File: src/rtl/fir_pkg.sv
// Shared definitions for the FIR datapath: opcodes, register index width, loader states.
// Latency: n/a (declarations only).
// Backpressure: n/a.
package fir_pkg;

  localparam int REG_IDX_W = 4;

  localparam logic [2:0] OP_NOP   = 3'd0;
  localparam logic [2:0] OP_COPY  = 3'd1;
  localparam logic [2:0] OP_LOAD1 = 3'd2;
  localparam logic [2:0] OP_LOAD2 = 3'd3;
  localparam logic [2:0] OP_ADD   = 3'd4;
  localparam logic [2:0] OP_SUB   = 3'd5;
  localparam logic [2:0] OP_MUL   = 3'd6;

  typedef enum logic [1:0] {
    LD_IDLE  = 2'd0,
    LD_REQ   = 2'd1,
    LD_ISSUE = 2'd2
  } ld_state_t;

endpackage

File: src/rtl/fir_coeff_loader_grant_timer.sv
// Loadable down-counter bounding how long the loader waits for a datapath grant.
// Latency: expire asserts combinationally in the LOAD_VAL-th enabled cycle after load.
// Backpressure: none; counts only while en is high.
// Ports: clk, rst (sync, active-high), load (reload to LOAD_VAL), en (count this cycle),
//        expire (final enabled cycle of the window).
module grant_timer #(
  parameter int WIDTH    = 8,
  parameter int LOAD_VAL = 255
) (
  input  logic clk,
  input  logic rst,
  input  logic load,
  input  logic en,
  output logic expire
);

  logic [WIDTH-1:0] count;

  always_ff @(posedge clk) begin
    if (rst) begin
      count <= '0;
    end else if (load) begin
      count <= WIDTH'(LOAD_VAL);
    end else if (en && (count != '0)) begin
      count <= count - WIDTH'(1);
    end
  end

  // Remaining count of one while enabled means this is the last cycle of the window.
  assign expire = en && (count == WIDTH'(1));

endmodule

File: src/rtl/fir_coeff_loader.sv
// Sequences coefficient writes into the FIR register file as single LOAD2 micro-ops.
// Latency: accept at N, dp_req at N+1, ISSUE one cycle after grant is sampled, ready again the cycle after ISSUE.
// Backpressure: coeff_ready is high only in IDLE; one write is in flight at a time.
// Ports: coeff_valid/coeff_ready/coeff_data/coeff_index write handshake; clear_coeffs wipes
//        loaded flags and err; dp_req/dp_gnt datapath ownership; op/dest/ext_coeff datapath
//        drive; coeff_loaded/all_loaded slot status; err sticky timeout / bad-index flag.
// Optional: define COEFF_SHADOW_EN to skip rewriting a loaded slot with an identical value.
module fir_coeff_loader
  import fir_pkg::*;
#(
  parameter int                   NUM_COEFF      = 4,
  parameter logic [REG_IDX_W-1:0] COEFF_BASE_REG = 4'd6,
  parameter int                   GNT_TIMEOUT    = 255
) (
  input  logic                         clk,
  input  logic                         rst,
  input  logic                         coeff_valid,
  output logic                         coeff_ready,
  input  logic [15:0]                  coeff_data,
  input  logic [$clog2(NUM_COEFF)-1:0] coeff_index,
  input  logic                         clear_coeffs,
  output logic                         dp_req,
  input  logic                         dp_gnt,
  output logic [2:0]                   op,
  output logic [REG_IDX_W-1:0]         dest,
  output logic [15:0]                  ext_coeff,
  output logic [NUM_COEFF-1:0]         coeff_loaded,
  output logic                         all_loaded,
  output logic                         err
);

  localparam int               IDX_W = $clog2(NUM_COEFF);
  localparam int               TMR_W = $clog2(GNT_TIMEOUT + 1);
  localparam logic [IDX_W:0]   NUM_C = (IDX_W + 1)'(NUM_COEFF);

  ld_state_t        state;
  logic [15:0]      data_q;
  logic [IDX_W-1:0] idx_q;
  logic             accept;
  logic             idx_bad;
  logic             shadow_hit;
  logic             tmr_expire;
  logic             timed_out;

  // Ready is held low while rst is asserted so nothing is accepted in the reset cycle.
  assign coeff_ready = (state == LD_IDLE) && !rst;
  assign accept      = coeff_valid && coeff_ready;
  // Only reachable when NUM_COEFF is not a power of two.
  assign idx_bad     = {1'b0, coeff_index} >= NUM_C;

`ifdef COEFF_SHADOW_EN
  logic [15:0] shadow [NUM_COEFF];

  assign shadow_hit = !idx_bad && coeff_loaded[coeff_index] && (shadow[coeff_index] == coeff_data);

  always_ff @(posedge clk) begin
    if (rst) begin
      for (int i = 0; i < NUM_COEFF; i++) shadow[i] <= '0;
    end else if (state == LD_ISSUE) begin
      shadow[idx_q] <= data_q;
    end
  end
`else
  assign shadow_hit = 1'b0;
`endif

  // Reloading on every accept is harmless for writes that never enter REQ.
  grant_timer #(
    .WIDTH    (TMR_W),
    .LOAD_VAL (GNT_TIMEOUT)
  ) u_grant_timer (
    .clk    (clk),
    .rst    (rst),
    .load   (accept),
    .en     (state == LD_REQ),
    .expire (tmr_expire)
  );

  // A grant seen in the final window cycle still wins over the timeout.
  assign timed_out = (state == LD_REQ) && !dp_gnt && tmr_expire;

  always_ff @(posedge clk) begin
    if (rst) begin
      state  <= LD_IDLE;
      data_q <= '0;
      idx_q  <= '0;
    end else begin
      case (state)
        LD_IDLE: begin
          if (accept) begin
            data_q <= coeff_data;
            idx_q  <= coeff_index;
            if (!idx_bad && !shadow_hit) state <= LD_REQ;
          end
        end
        LD_REQ: begin
          if (dp_gnt)         state <= LD_ISSUE;
          else if (timed_out) state <= LD_IDLE;
        end
        LD_ISSUE: state <= LD_IDLE;
        default:  state <= LD_IDLE;
      endcase
    end
  end

  // Clear beats any same-cycle set of a loaded flag or err.
  always_ff @(posedge clk) begin
    if (rst) begin
      coeff_loaded <= '0;
      err          <= 1'b0;
    end else if (clear_coeffs) begin
      coeff_loaded <= '0;
      err          <= 1'b0;
    end else begin
      if (state == LD_ISSUE)                 coeff_loaded[idx_q] <= 1'b1;
      if ((accept && idx_bad) || timed_out) err                 <= 1'b1;
    end
  end

  assign dp_req     = (state == LD_REQ) || (state == LD_ISSUE);
  assign op         = (state == LD_ISSUE) ? OP_LOAD2 : OP_NOP;
  assign dest       = (state == LD_ISSUE) ? (COEFF_BASE_REG + REG_IDX_W'(idx_q)) : '0;
  assign ext_coeff  = data_q;
  assign all_loaded = &coeff_loaded;

endmodule

File: config.mk
export PLATFORM = sky130hd
export DESIGN_NAME = fir_coeff_loader
export DESIGN_NICKNAME = d
export VERILOG_FILES = /design/src/rtl/fir_pkg.sv /design/src/rtl/fir_coeff_loader_grant_timer.sv /design/src/rtl/fir_coeff_loader.sv
export SDC_FILE = /design/constraint.sdc
export NUM_CORES = 1
export LEC_CHECK = 0
export ABC_AREA = 1
export CAP_MARGIN = 25
export CORE_ASPECT_RATIO = 0.8
export CORE_UTILIZATION = 35
export CTS_BUF_LIST = sky130_fd_sc_hd__clkbuf_8
export DETAILED_ROUTE_END_ITERATION = 6
export GPL_TIMING_DRIVEN = 0
export PLACE_DENSITY = 0.71
export REMOVE_ABC_BUFFERS = 1
export SLEW_MARGIN = 0
export SYNTH_ARGS = -nofsm -noshare
export SYNTH_HDL_FRONTEND = slang
export SYNTH_SLANG_ARGS = --single-unit
File: constraint.sdc
create_clock -name clk -period 1.88 [get_ports clk]
set_input_delay 0.376 -clock clk [delete_from_list [all_inputs] [get_ports clk]]
set_output_delay 0.376 -clock clk [all_outputs]
set_load 0.03 [all_outputs]
; ---- Yosys cells after proc, flatten, opt, wreduce, memory -nomap -nowiden
; Cells that the tools add are included.
; Widths: inputs -> output; s select.
[word_totals]
memories = 0
wordCells = 43
latch_bits = 0
reg_bits = 33
output_inout_bits = 31
in_bits = 23
ramBits = 0
romBits = 0
[classes]
n_shift = 0
order_cmp = 2
n_mux = 10
div = 0
reduce_logical = 17
bitwise_logic = 1
add_sub_neg = 2
n_eq_ne = 5
multipliers = 0
[ops]
columns = cell, n
row1 = $mux 8, 2
row2 = $eq 8x1->1 const B, 1
row3 = $mux 2, 4
row4 = $reduce_bool 8->1, 1
row5 = $sub 8x1->8 const B, 1
row6 = $logic_and 1x1->1, 7
row7 = $add 3x2->4 const A, 1
row8 = $mux 4, 1
row9 = $or 4x4->4, 1
row10 = $pmux 2 s2, 1
row11 = $reduce_and 2->1, 2
row12 = $reduce_and 4->1, 1
row13 = $lt 2x3->1 const B, 1
row14 = $ne 3x3->1 const B, 1
row15 = $demux 1 s2, 1
row16 = $eq 2x1->1 const B, 1
row17 = $eq 2x2->1 const B, 1
row18 = $ge 2x1->1 const B, 1
row19 = $logic_not 1->1, 2
row20 = $logic_not 2->1, 1
row21 = $ne 2x2->1 const B, 1
row22 = $reduce_bool 2->1, 1
row23 = $reduce_or 2->1, 1
row24 = $logic_or 1x1->1, 1
row25 = $mux 1, 1

; ---- Depth between registers and ports, before layout
; Gate-level depths: netlist of the first run.
[depth]
ltp_word = 6
ltp_mapped = 10
mapped_depth_nobuf = 9

; ---- Modules after synthesis
; Synthesis of the first run repeated with hierarchy kept, for this count alone.
[hier_totals]
hier_cells = 221
area_unflattened_um2 = 1650.3
[by_module_without_submodules]
columns = module, cells_per_inst, seq_area_each_um2, instances, area_each_um2
row1 = fir_coeff_loader, 132, 500.5, 1, 1057.3
row2 = grant_timer, 89, 160.2, 1, 593.1

; ---- Least setup slack after synthesis of the first run
; OpenSTA, ideal clock, no wires.
[synth_timing]
path_type = reg2out
start = register state[0]
end = output port dest[2]
t_arrival_ps = 1600
path_stages_with_launch = 6
t_required_ps = 1504
path_slack_ps = -96
path_buffers = 1
cell_sequence = dfxtp_1 > inv_1 > ha_1 > inv_1 > nor2_1 > buf_4
[synth_via]
elab_chain_cells = 2
[synth_rtl]
columns = element, line_no
row1 = from (decl), fir_coeff_loader.sv:36  ; ld_state_t state;
row2 = from (signal assigned), fir_coeff_loader.sv:84  ; state <= LD_IDLE;
row3 = from (signal assigned), fir_coeff_loader.sv:93  ; if (!idx_bad && !shadow_hit) state <= LD_REQ;
row4 = from (signal assigned), fir_coeff_loader.sv:97  ; if (dp_gnt) state <= LD_ISSUE;
row5 = $eq 2x2->1, fir_coeff_loader.sv:122  ; assign dest = (state == LD_ISSUE) ? (COEFF_BASE_REG + REG_IDX_W'(idx_q)) : '0;
row6 = $mux 4, fir_coeff_loader.sv:122
row7 = to (decl), fir_coeff_loader.sv:25  ; output logic [REG_IDX_W-1:0] dest,
; Every way passes these cells.

; ---- Worst setup path after layout of the first run
[layout_timing]
start = register state[0]
end = output port dp_req
[layout_via]
elab_chain_cells = 2
word_cells_on_any_way = 3
cone_classes = 2 x eq/ne / 1 x reduce/logical
[layout_rtl]
columns = element, line_no
row1 = $eq 2x1->1 or $eq 2x2->1 (tied branches), fir_coeff_loader.sv:120  ; assign dp_req = (state == LD_REQ) || (state == LD_ISSUE);
row2 = $logic_or 1x1->1 (*), fir_coeff_loader.sv:120
row3 = to (decl), fir_coeff_loader.sv:22  ; output logic dp_req,
; Mark *: on every way between the ends. The rest lies on a longest branch, timed or not.

==> results_dict.tcl, run 1 <==
set metrics [dict create \
    placed_area_mm2 0.00211 \
    leakagePower_nw 0.980 \
    clkPwrFrac_pct 23.0 \
    drc 0 \
    clk_path_buf_depth 2 \
    synth-seq-area-share_pct 42.6 \
    min_path_type "register to register" \
    initial_core_util_pct 36.9 \
    syn_area_per_cell_um2 7.21 \
    hold_violations 0 \
    period_needed_ps 1800 \
    via_per_inst 4.54 \
    switching_share_pct 41.0 \
    worstSetupPathType "register to primary output" \
    vias 1472 \
    area.sequential_um2 661 \
    cp_max_fo 3 \
    syn-cell-area_mm2 0.00155 \
    yosysWarnings 0 \
    place_congestion 0.797 \
    ant_nets 0 \
    cts-root-buf "clkbuf_8" \
    irDropWorstVdd_mv 0.584 \
    grt_max_degree 26 \
    finish.instance_area_mm2 0.00222 \
    first_iter_violations 82 \
    slew_headroom_pct 64.5 \
    overflow 0 \
    run_status "complete, no violations" \
    rsz0062_at_grt "no" \
    fillers 424 \
    power.switching_mw 1.26 \
    finalSetupViolCount 0 \
    power.internal_mw 1.82 \
    htreeDepth 2 \
    area_growth_pct 43.3 \
    die_y_um 61.5 \
    combPwrFrac_pct 44.8 \
    required_ps 1500 \
    dieArea_mm2 0.00470 \
    design.core.area_mm2 0.00420 \
    cts_tree "built" \
    wl_per_cell_um 11.0 \
    drive_gt1_share_pct 9.36 \
    hold_start "ext_coeff[4]" \
    fin_skew_ps 2.69 \
    end_kind "primary output" \
    r2r_start "state[0]" \
    finalPower_mw 3.08 \
    startpoint "state[0]" \
    period_share_pct 95.7 \
    whs_endpoint "ext_coeff[4]" \
    cts_hold_buf 0 \
    worstReg2RegEnd "ext_coeff[11]" \
    p_seq_share_pct 32.2 \
    power.density_mw_per_mm2 1390 \
    postCtsSetupRepairBufs 0 \
    startpoint_type "register" \
    grt_use_total_pct 15.9 \
    drtPass1Iterations 4 \
    antenna_found_initial 0 \
    finalMaxSlewViolations 0 \
    chipWidth_um 76.4 \
    hpwl_mm 2.47 \
    port_buffers 52 \
    n_antenna_cell 0 \
    tightest_slew_ps 530 \
    fmax_mhz 556 \
    reg2regPathDepth 9 \
    fin_nets 296 \
    rows 21 \
    grt_pass1_vias 1291 \
    cp.arrival_ps 1420 \
    post_synth_inst_count 215 \
    clk_latency_ps 280 \
    io_pins 54 \
    wl_mm 3.56 \
    ys_types 23 \
    grt_pass1_wl_mm 5.67 \
    r2r_setup_slack_ps 220 \
    cts.sinks 33 \
    tritoncts.num_buffers 5 \
    whs_path_depth 2 \
    clk_pin_slew_ps 70 \
    ys_ff_latch 33 \
    maxCapViolCount 0 \
    multi_input_area_um2 746 \
]
[power groups by stage]
stage / clock [mW] / sequential [mW] / combinational, mW
after floorplan: 0 / 1.09 / 0.882
after global placement: 0 / 0.999 / 1.35
after detailed placement: 0 / 1.00 / 1.38
after CTS: 0.729 / 0.990 / 1.39
after global routing: 0.751 / 1.01 / 1.57
final: 0.707 / 0.991 / 1.38
[metrics by stage]
| step | util (%) | cells | setup TNS, ps | worst slack (ps) | hold WS [ps] |
|---|---|---|---|---|---|
| after global placement | 49.4 | 314 | -31290 | -1280 | 451 |
| after detailed placement | 50.1 | 315 | -17970 | -761 | 457 |
| final | 52.9 | 324 | 0 | 81.2 | 461 |
| after CTS | 52.9 | 323 | 0 | 25.5 | 465 |
| after floorplan | - | 205 | -7560 | -362 | 445 |
| after global routing | 52.9 | 324 | 0 | 6.25 | 481 |
[how the worst max path moves through the flow]
stage	to	depth (start not counted)	slack, ps
final	dp_req	3	80
after global routing	dp_req	3	6
after CTS	dest[0]	5	30
after detailed placement	ext_coeff[7]	7	-760
after global placement	ext_coeff[6]	6	-1280
after floorplan	dest[1]	4	-360
[layout make-up]
type	instances	area share, %
Sequential cell	33	29.7
Clock buffer	6	3.72
Inverter	24	4.22
Multi-Input combinational cell	148	33.6
Clock inverter	2	1.69
Timing Repair inverter	1	0.338
Timing Repair Buffer	53	23.5
Tap cell	57	3.21
[registers in the layout, summed over array words and instances, names as in the netlist]
signal,flops
coeff_loaded,4
err,1
ext_coeff,16
idx_q,2
state,2
u_grant_timer.count,8
[cells in the mapped netlist, drive strengths merged]
master	number	area [um2]
clkbuf	2	7.51
nand2	65	251
nand3	34	175
nor4	1	6.26
ha	7	87.6
o211ai	1	7.51
inv	23	86.3
nand4	1	6.26
a21oi	16	80.1
or2	2	12.5
buf	8	56.3
clkinv	1	3.75
conb	1	3.75
dfxtp	33	661
nor2	13	58.8
o21ai	7	46.3
[cells in the final DEF (no fill, tap or decap), types with 5 or more instances in the layout]
master / instances
a21oi_1: 16
clkbuf_8: 6
clkdlybuf4s50_1: 42
dfxtp_1: 33
dlygate4sd2_1: 5
ha_1: 6
inv_1: 22
nand2_1: 63
nand3_1: 33
nor2_1: 11
o21ai_0: 6
[logic make-up (layout without fill, tap and decap cells)]
family	count (synthesis)	in the layout	share of synthesized area, %
simple gates	116	116	32.9
buf+inv	34	86	9.93
flops	33	33	42.6
compound gates	24	24	8.64
fa+ha+maj	7	7	5.65
other cells	1	1	0.242
[per-layer routing]
| metal | global-route usage, % | vias to the layer above | wire, um |
|---|---|---|---|
| li1 | - | 788 | - |
| met1 | 18.9 | 642 | 1760 |
| met3 | 7.56 | 2 | 312 |
| met4 | 9.07 | 0 | 25 |
| met2 | 23.9 | 40 | 1460 |
| met5 | 0 | - | 0 |
[worst max-delay path: stages, from the launching register on]
cell	delay [ps]
dfxtp_1	370
inv_1	90
ha_1	280
dlygate4sd2_1	400
[repair_timing]
action                                  4_1_cts  5_1_grt
gates resized for setup                      26        5
pin swaps                                     0        0
cloned                                        0        1
endpoints found under the setup margin       37       19
Note: power is estimated with default switching activity, not from simulation.
==> run 2: changes to the inputs <==
Settings changed: MAX_ROUTING_LAYER from default to met4, TNS_END_PERCENT from default to 30.
==> run 2 against run 1 <==
- maximum frequency hardly changed
- non-clock buffer count stayed put
- wire length is 0.14% higher
- setup slack worse by 0.56 ps
- first-iteration DRC count is 4.9% higher
- hold slack hardly changed
- clock-buffer cell count stayed put
- largest cell class unchanged
==> results_dict.tcl, run 2 (synthesis results as in run 1) <==
set metrics [dict create \
    port_buffers 52 \
    grt_max_degree 26 \
    postCtsSetupRepairBufs 0 \
    io_pins 54 \
    final_cell_mix "63 x nand2_1, 42 x clkdlybuf4s50_1, 33 x nand3_1, 33 x dfxtp_1, 22 x inv_1" \
    fin_nets 296 \
    finalMaxSlewViolations 0 \
    drive_gt1_share_pct 9.36 \
    design.core.area_mm2 0.00420 \
    n_antenna_cell 0 \
    irDropWorstVdd_mv 0.589 \
    grt_pass1_vias 1295 \
    end_kind "primary output" \
    setup_slack_ps 80.7 \
    cts-root-buf "clkbuf_8" \
    whs_endpoint "ext_coeff[4]" \
    placed_area_mm2 0.00211 \
    area_growth_pct 43.3 \
    worstSetupPathType "register to primary output" \
    leakagePower_nw 0.979 \
    final_util_pct 52.9 \
    whs_path_depth 2 \
    r2r_start "state[0]" \
    rows 21 \
    hold_violations 0 \
    slew_headroom_pct 64.3 \
    r2r_setup_slack_ps 220 \
    clk_pin_slew_ps 70 \
    run_status "complete, no violations" \
    largest_reg_flops 16 \
    drc 0 \
    drtPass1Iterations 4 \
    ant_nets 0 \
    tightest_slew_ps 533 \
    wl_per_cell_um 11.0 \
    startpoint_type "register" \
    power.density_mw_per_mm2 1390 \
    holdWs_ps 461 \
    via_per_inst 4.58 \
    period_needed_ps 1800 \
    finalSetupViolCount 0 \
    place_congestion 0.809 \
    cp.arrival_ps 1420 \
    grt_pass1_wl_mm 5.67 \
    rsz0062_at_grt "no" \
    finish.instance_area_mm2 0.00222 \
    final_common_cell "nand2_1" \
    clk_path_buf_depth 2 \
    maxCapViolCount 0 \
    vias 1483 \
    clk_latency_ps 290 \
    fillers 424 \
    dieArea_mm2 0.00470 \
    overflow 0 \
    chipWidth_um 76.4 \
    min_path_type "register to register" \
    grt_use_total_pct 16.4 \
    cts_tree "built" \
    initial_core_util_pct 36.9 \
    period_share_pct 95.7 \
    antenna_found_initial 0 \
    tritoncts.num_buffers 5 \
    fin_skew_ps 1.60 \
    fmax_mhz 556 \
    cts.sinks 33 \
    wl_mm 3.57 \
    reg2regPathDepth 9 \
    hold_start "ext_coeff[4]" \
    dpl_worst_slack_ps -761 \
    required_ps 1500 \
    first_iter_violations 86 \
    worstReg2RegEnd "ext_coeff[11]" \
    die_y_um 61.5 \
    cp_max_fo 3 \
    htreeDepth 2 \
    hpwl_mm 2.47 \
]
run 2: cell count changes in the layout (fill, tap and decap cells not counted):
cell	previous run	this run
buf_2	3	2
clkbuf_2	1	2
run 2: worst max path at each step:
stage | endpoint | depth (start not counted) | start
2_1_floorplan | dest[1] | 4 | state[0]
3_3_place_gp | ext_coeff[6] | 6 | rst
3_5_place_dp | ext_coeff[7] | 7 | rst
4_1_cts | dest[2] | 5 | state[0]
5_1_grt | dp_req | 3 | state[0]
6_report | dp_req | 3 | state[0]
run 2: through the flow:
stage               instances  total power [mW]  setup TNS, ps
global route              324              3.34              0
CTS                       323              3.11           -187
finish                    324              3.08              0
detailed placement        315              2.39         -17970
floorplan                 205              1.97          -7560
global placement          314              2.35         -31290
run 2: worst max-delay path: stages (launching register included):
cell	delay (ps)
dfxtp_1	370
inv_1	90
ha_1	280
dlygate4sd2_1	400
run 2: repair_timing:
item / CTS / global route
hold buffers: 0 / 0
endpoints found under the setup margin: 37 / 21
cloned: 0 / 1
resized for setup: 18 / 10
run 2: report_power, final:
part           switching, mW  total (mW)  internal, mW
sequential             0.136       0.991         0.855
combinational          0.849        1.38         0.532
clock                  0.279       0.710         0.431
run 2: routing by layer:
metal  part of all wire [%]  vias to the layer above  GRT usage, %
li1                       -                      789             -
met1                     52                      649          20.7
met2                     41                       41          23.9
met3                    5.4                        4          4.59
met4                    1.3                        0          9.07
met5                      0                        -             -
run 2: cell type report:
| cell class | instances | area, um2 | share of cell area, % |
|---|---|---|---|
| Tap cell | 57 | 71.3 | 3.21 |
| Timing Repair inverter | 1 | 7.51 | 0.338 |
| Timing Repair Buffer | 53 | 523 | 23.5 |
| Sequential cell | 33 | 661 | 29.7 |
| Clock buffer | 6 | 82.6 | 3.72 |
| Multi-Input combinational cell | 148 | 746 | 33.6 |
| Clock inverter | 2 | 37.5 | 1.69 |
| Inverter | 24 | 93.8 | 4.22 |
==> run 3: changes to the inputs <==
Settings changed: CORE_UTILIZATION 35 to 42, PLACE_DENSITY 0.71 to 0.81.
Clock period 1.88 ns to 1.7 ns, I/O delays scaled along.
==> run 3 against run 2 <==
- setup slack worse by 45 ps
- clock power rose by 6.3%
- critical endpoint is now ext_coeff[12]
- power up 12%
- register-to-register slack got worse by 120 ps
- highest routed layer unchanged
- largest power group unchanged
==> results_dict.tcl, run 3 (synthesis results as in run 1) <==
set metrics [dict create \
    cp_max_fo 2 \
    dp.cells 300 \
    place_congestion 0.838 \
    overflow 0 \
    first_iter_violations 126 \
    path_buf_inv 1 \
    cts.sinks 33 \
    maxCapViolCount 0 \
    drc 0 \
    tritoncts.num_buffers 5 \
    placed_area_mm2 0.00209 \
    reg2regPathDepth 10 \
    whs_endpoint "ext_coeff[14]" \
    run_status "complete, no violations" \
    leakagePower_nw 1.08 \
    dieArea_mm2 0.00394 \
    grt_pass1_wl_mm 6.28 \
    via_per_inst 4.96 \
    io_pins 54 \
    antenna_found_initial 0 \
    required_ps 1360 \
    chipWidth_um 69.9 \
    slowest_stage "clkdlybuf4s50_1" \
    slew_headroom_pct 66.5 \
    largest_reg_flops 16 \
    fin_nets 301 \
    n_antenna_cell 0 \
    grt_use_total_pct 20.8 \
    cp.arrival_ps 1320 \
    hold_violations 0 \
    slowest_delay_ps 680 \
    htreeDepth 2 \
    final_cell_mix "63 x nand2_1, 37 x clkdlybuf4s50_1, 33 x nand3_1, 33 x dfxtp_1, 22 x inv_1" \
    fin_skew_ps 5.71 \
    worstSetupPathType "register to primary output" \
    r2r_setup_slack_ps 100 \
    grt_pass1_vias 1444 \
    clk_pin_slew_ps 80 \
    rows 19 \
    design.core.area_mm2 0.00347 \
    startpoint_type "register" \
    min_path_type "register to register" \
    cts-root-buf "clkbuf_8" \
    ant_nets 0 \
    grt_max_degree 29 \
    clk_latency_ps 290 \
    whs_path_depth 2 \
    cts_tree "built" \
    wl_per_cell_um 12.4 \
    hpwl_mm 2.49 \
    path_cells "clkdlybuf4s50_1" \
    finalMaxSlewViolations 0 \
    area_growth_pct 47.2 \
    cts_hold_buf 0 \
    vias 1559 \
    fmax_mhz 601 \
    drtPass1Iterations 4 \
    initial_core_util_pct 44.7 \
    tightest_slew_ps 499 \
    power.density_mw_per_mm2 1510 \
    clk_path_buf_depth 2 \
    rsz0062_at_grt "yes" \
    finish.instance_area_mm2 0.00228 \
    period_share_pct 97.9 \
    path_delay_family "buffers and inverters" \
    hold_start "ext_coeff[14]" \
    end_kind "primary output" \
    fin_cells 314 \
    r2r_start "state[0]" \
    final_common_cell "nand2_1" \
    port_buffers 52 \
    die_y_um 56.3 \
    irDropWorstVdd_mv 0.839 \
    worstReg2RegEnd "ext_coeff[1]" \
    wl_mm 3.90 \
    finalSetupViolCount 0 \
    period_needed_ps 1660 \
    drive_gt1_share_pct 12.9 \
]
## run 3: changes by cell type in the layout (fill, tap and decap cells not counted), sizes merged
cell / delta
dlygate4sd2: -4
buf: +7
clkbuf: +2
clkdlybuf4s50: -5
clkinvlp: -1
clkinv: +1
dlymetal6s2s: +5
## run 3: repair_timing
item	in CTS	in global routing
gates resized for setup	43	16
cloned	0	1
pin swaps	0	1
setup buffers	1	4
setup endpoints to repair	37	30
## run 3: per-stage QoR
stage                     hold slack (ps)  power [mW]  worst slack [ps]  utilization, %  TNS, ps
final                                 460        3.46              35.8            65.8        0
after global routing                  492        3.71             -56.3            65.8     -209
after CTS                             466        3.41             -3.11            63.9    -3.11
after detailed placement              457        2.64              -751            60.1   -19370
after global placement                451        2.57             -1350            59.3   -34000
after floorplan                       409        2.18              -506               -   -13210
## run 3: worst max path at each step
stage                        startpoint             to  slack [ps]  depth (start not counted)
after floorplan                state[0]        dest[1]        -510                          4
after global placement              rst  ext_coeff[14]       -1350                          6
after detailed placement            rst   ext_coeff[1]        -750                          7
after CTS                      state[0]        dest[1]          -3                          5
after global routing           state[0]        dest[2]         -60                          5
final                     ext_coeff[12]  ext_coeff[12]          40                          1
## run 3: final cells by class
cell class / instances / area, um2
Fill cell: 274 / 1190
Tap cell: 42 / 52.6
Clock buffer: 5 / 68.8
Sequential cell: 33 / 661
Timing Repair Buffer: 59 / 612
Multi-Input combinational cell: 148 / 748
Inverter: 24 / 93.8
Clock inverter: 3 / 46.3
## run 3: report_power, final
group          switching, mW  internal [mW]
sequential             0.157          0.945
combinational          0.958          0.641
clock                  0.317          0.439
## run 3: routing by layer
| layer | GRT usage [%] | routed length (um) |
|---|---|---|
| met1 | 24.8 | 1770 |
| met2 | 32.4 | 1740 |
| met5 | - | 0 |
| met3 | 9.16 | 350 |
| met4 | 5.14 | 35 |
